===== src/rtl/serial_piso_feeder.sv =====
// LSB-first parallel-to-serial feeder with a one-entry holding buffer and an optional idle gap between words.
// First bit leaves two edges after acceptance; din_ready drops while the holding buffer is full.
module serial_piso_feeder #(
  parameter int BITS = 4,
  parameter int GAP  = 0
) (
  input  logic            CLK,
  input  logic            RST,
  input  logic [BITS-1:0] din,
  input  logic            din_valid,
  output logic            din_ready,
  output logic            data,
  output logic            shift_en,
  output logic            done,
  output logic            busy
);

  localparam int            CW       = (BITS > 1) ? $clog2(BITS) : 1;
  localparam logic [CW-1:0] LAST_BIT = CW'(BITS - 1);
  localparam logic [7:0]    GAP_LAST = 8'(GAP - 1);
  localparam bit            HAS_GAP  = (GAP > 0);

  typedef enum logic [1:0] {
    S_IDLE,
    S_SHIFT,
    S_GAP
  } state_t;

  state_t          r_state;
  state_t          w_state_nxt;
  logic [BITS-1:0] r_hold;
  logic [BITS-1:0] r_shifter;
  logic            r_hold_full;
  logic [CW-1:0]   r_bit_cnt;
  logic [7:0]      r_gap_cnt;
  logic            w_load;
  logic            w_accept;
  logic            w_last;
  logic            w_gap_end;

  assign w_accept  = din_valid & din_ready;
  assign w_last    = (r_bit_cnt == LAST_BIT);
  assign w_gap_end = (r_gap_cnt == GAP_LAST);

  always_ff @(posedge CLK or posedge RST) begin
    if (RST) begin
      r_state <= S_IDLE;
    end else begin
      r_state <= w_state_nxt;
    end
  end

  // w_load moves the held word into the shifter; it also frees the buffer for the next edge.
  always_comb begin
    w_state_nxt = r_state;
    w_load      = 1'b0;
    case (r_state)
      S_IDLE: begin
        if (r_hold_full) begin
          w_load      = 1'b1;
          w_state_nxt = S_SHIFT;
        end
      end
      S_SHIFT: begin
        if (w_last) begin
          if (HAS_GAP) begin
            w_state_nxt = S_GAP;
          end else if (r_hold_full) begin
            w_load = 1'b1;
          end else begin
            w_state_nxt = S_IDLE;
          end
        end
      end
      S_GAP: begin
        if (w_gap_end) begin
          if (r_hold_full) begin
            w_load      = 1'b1;
            w_state_nxt = S_SHIFT;
          end else begin
            w_state_nxt = S_IDLE;
          end
        end
      end
      default: w_state_nxt = S_IDLE;
    endcase
  end

  always_ff @(posedge CLK or posedge RST) begin
    if (RST) begin
      r_hold      <= '0;
      r_hold_full <= 1'b0;
      r_shifter   <= '0;
      r_bit_cnt   <= '0;
      r_gap_cnt   <= '0;
    end else begin
      if (w_accept) begin
        r_hold <= din;
      end
      if (w_load) begin
        r_hold_full <= 1'b0;
      end else if (w_accept) begin
        r_hold_full <= 1'b1;
      end
      if (w_load) begin
        r_shifter <= r_hold;
        r_bit_cnt <= '0;
      end else if (r_state == S_SHIFT) begin
        r_shifter <= r_shifter >> 1;
        r_bit_cnt <= r_bit_cnt + CW'(1);
      end
      if (r_state == S_GAP) begin
        r_gap_cnt <= r_gap_cnt + 8'd1;
      end else begin
        r_gap_cnt <= '0;
      end
    end
  end

  assign din_ready = ~r_hold_full & ~RST;
  assign shift_en  = (r_state == S_SHIFT);
  assign data      = shift_en & r_shifter[0];
  assign done      = shift_en & w_last;
  assign busy      = (r_state != S_IDLE) | r_hold_full;

endmodule

===== config.mk =====
export PLATFORM = sky130hd
export DESIGN_NAME = serial_piso_feeder
export DESIGN_NICKNAME = d
export VERILOG_FILES = /design/src/rtl/serial_piso_feeder.sv
export SDC_FILE = /design/constraint.sdc
export NUM_CORES = 1
export LEC_CHECK = 0
export ABC_AREA = 1
export BUFFER_PORTS_ARGS = -buffer_cell sky130_fd_sc_hd__buf_2
export CAP_MARGIN = 30
export CORE_AREA = 10 10 47 49
export CTS_CLUSTER_SIZE = 28
export DETAILED_ROUTE_END_ITERATION = 10
export DIE_AREA = 0 0 57 59
export GPL_TIMING_DRIVEN = 0
export MAX_ROUTING_LAYER = met4
export PLACE_DENSITY = 0.6
export SLEW_MARGIN = 20
export SYNTH_ARGS = -nofsm -noshare
export SYNTH_HDL_FRONTEND = slang
export SYNTH_SLANG_ARGS = --single-unit

===== constraint.sdc =====
create_clock -name CLK -period 1.3 [get_ports CLK]
set_input_delay 0.26 -clock CLK [delete_from_list [all_inputs] [get_ports CLK]]
set_output_delay 0.26 -clock CLK [all_outputs]
set_load 0.005 [all_outputs]

==> flow_summary.toml <==
[logic_synthesis]
synth-edff-count = 0
synth.most_common_cell = "nand2_1"
netlist_instances = 62
ys_types = 15
seq_area_frac_synth_pct = 54.2
synth_top_flop_cell = "dfrtp_1"
yosys_warnings = 0
synth_top_cell_by_area = "dfrtp_1"
ys_seq_elements = 12
synth_area_per_cell_um2 = 8.94
netlist_area_um2 = 554
synthArstFlopShare_pct = 100
synth_common_cells = "nand2_1 (17), dfrtp_1 (12), nand3_1 (9), inv_1 (8)"
yosys.area.top_type_share_pct = 54.2
syn_nets = 70
synth_area_leaders = "dfrtp_1 (54%), nand2_1 (12%), nand3_1 (8.1%), inv_1 (5.4%), nor2_4 (4.1%)"

[sta]
layout_min_cycle_time_ns = 1.32
tightest_slew_ns = 0.444
hold_viol = 0
slew_headroom_pct = 70.3
finalSetupViolations = 1
layout_setup_ws_ns = -0.0202
holdWs_ns = 0.00478
finClkSkew_ns = 0.00120
rsz0062_at_grt = "yes"
period_share_pct = 102
fmax_mhz = 757
slew_violations = 0

[drt]
vias_per_cell = 4.52
drt_iter0_markers = 5
dr_total_vias = 452
wl_per_cell_um = 10.2
drc = 0
drt_first_pass_iters = 4
antenna_left = 0
drt_wl_total_mm = 1.02

[power_and_ir_drop]
ir_drop_v = 0.000928
finalPower_uw = 1620
p_leak_uw = 0.000400
p_per_area_mw_per_mm2 = 2220

[placement]
place_area_um2 = 629
gp_congestion = 0.737
place_hpwl_um = 780
place_ws_ns = 0.122
numPortBuffers = 11

[global_route]
grt_pass1_vias = 446
grt_usage_pct = 7.15
grt_max_degree = 13
grt_remaining_overflow = 0
antenna_found_initial = 0
grt_pass1_wl_mm = 1.81

[clocking]
clock_latency_ns = 0.28
clockBufferDepth = 2
cts.sinks = 12
cts_tree = "built"
path_clk_slew_ns = 0.07
hold_buffers = 0
cts_made_buffers = 3
h-tree-depth = 1
cts_root_buf = "clkbuf_4"

[setup_path]
crit_type = "flip-flop to primary output"
critPathMaxFanout = 2
rr_endpoint = "r_shifter[1]$_DFFE_PP0P_"
critPathLaunchType = "flip-flop"
cp.required_ns = 1.04
rr_startpoint = "r_hold_full$_DFFE_PP0P_"
reg2reg_slack_ns = 0.16
crit_slowest_cell = "dfrtp_1"
path_cells = "ha_2, nand2_1, inv_1, buf_2"
rr_worst_depth = 6
slowest_delay_ns = 0.39
cp-end-kind = "primary output"
critPathArrivalTime_ns = 1.06

[floorplanning]
die_w_um = 57
die-area_mm2 = 0.00336
row_count = 14
core-area_mm2 = 0.00140
ios = 12
start_util_pct = 39.6
die_h_um = 59

[layout]
syn_to_final_growth_pct = 31.6
drive_above_1_share_pct = 41.7
fin_nets = 93
finish.instance_area_um2 = 729
diodes = 0

[status]
violations = "negative setup slack"
status = "finished with violations"

[hold_path]
hp-class = "input port to asynchronous set/reset pin"

[run]
cap_violations = 0
-- cells by family after synthesis --
group                    Yosys count  synth area share [%]
AND/OR/NAND/NOR                   34                  30.9
flip-flops                        12                  54.2
buffers and inverters             10                  6.77
AO/OA/AOI/OAI                      4                  4.29
XOR/XNOR                           1                  1.58
adder cells (fa/ha/maj)            1                  2.26
-- power by group --
part / switching (µW) / internal, µW
sequential: 121 / 546
combinational: 331 / 327
clock: 127 / 170
-- worst max-delay path: cells and delay by family, from the launching register on --
| kind | cells | cell delay [ns] |
|---|---|---|
| flip-flops | 1 | 0.39 |
| buffers and inverters | 2 | 0.14 |
| adder cells (fa/ha/maj) | 1 | 0.19 |
| AND/OR/NAND/NOR | 1 | 0.06 |
-- worst max-delay path by stage --
stage | from | slack (ns) | endpoint | depth (start not counted)
2_1_floorplan | r_bit_cnt[0]$_DFFE_PP0P_ | 0.22 | r_shifter[1]$_DFFE_PP0P_ | 7
3_3_place_gp | r_bit_cnt[0]$_DFFE_PP0P_ | 0.12 | r_shifter[1]$_DFFE_PP0P_ | 7
3_5_place_dp | r_bit_cnt[0]$_DFFE_PP0P_ | 0.12 | r_shifter[1]$_DFFE_PP0P_ | 7
4_1_cts | r_bit_cnt[0]$_DFFE_PP0P_ | -0.02 | done | 4
5_1_grt | r_bit_cnt[1]$_DFFE_PP0P_ | -0.08 | done | 4
6_report | r_bit_cnt[1]$_DFFE_PP0P_ | -0.02 | done | 4
-- registers in the layout, indices dropped and copies added, names as in the netlist --
register	cells
r_hold	4
r_shifter	4
r_bit_cnt	2
r_hold_full	1
r_state	1
-- placed cells by master, fill, tap and decap left out --
| cell type | instances |
|---|---|
| buf_2 | 10 |
| a21oi_1 | 2 |
| inv_1 | 8 |
| nand2_4 | 1 |
| o21ai_0 | 1 |
| dfrtp_1 | 10 |
| nand3_1 | 9 |
| nor2_1 | 1 |
| xnor2_1 | 1 |
| nand2_2 | 2 |
| inv_2 | 2 |
| ha_2 | 1 |
| nor2_2 | 2 |
| nor2_4 | 2 |
| clkbuf_4 | 3 |
| nand2_1 | 17 |
| buf_6 | 1 |
| clkbuf_8 | 1 |
| buf_4 | 7 |
| dfrtp_2 | 2 |
| a21oi_2 | 1 |
-- repair_timing --
action / CTS / global route
gates cloned: 0 / 0
pin swaps: 2 / 3
resized for setup: 3 / 1
buffers inserted: 5 / 2
endpoints found under the setup margin: 3 / 3
-- final cells by class --
type                    count  area (µm²)
well taps                  16        20.0
flip-flops and latches     12         303
clock buffers               4        36.3
repair buffers             18         114
inverters                  10        37.5
multi-input cells          40         219
fillers                   148         672
-- metrics by stage --
stage	TNS [ns]	utilization, %	instances
finish	-0.0202	52.1	100
global route	-0.122	52.1	100
CTS	-0.0161	50.5	98
detailed placement	0	44.9	89
global placement	0	44.9	89
floorplan	0	-	62
-- routing by layer --
layer	GRT usage, %	vias to the layer above	routed length, µm
met1	7.48	198	499
met2	10.1	14	419
met3	2.58	5	65
met4	7.05	0	39
met5	-	-	0
li1	-	235	-
Note: power is estimated with default switching activity, not from simulation.
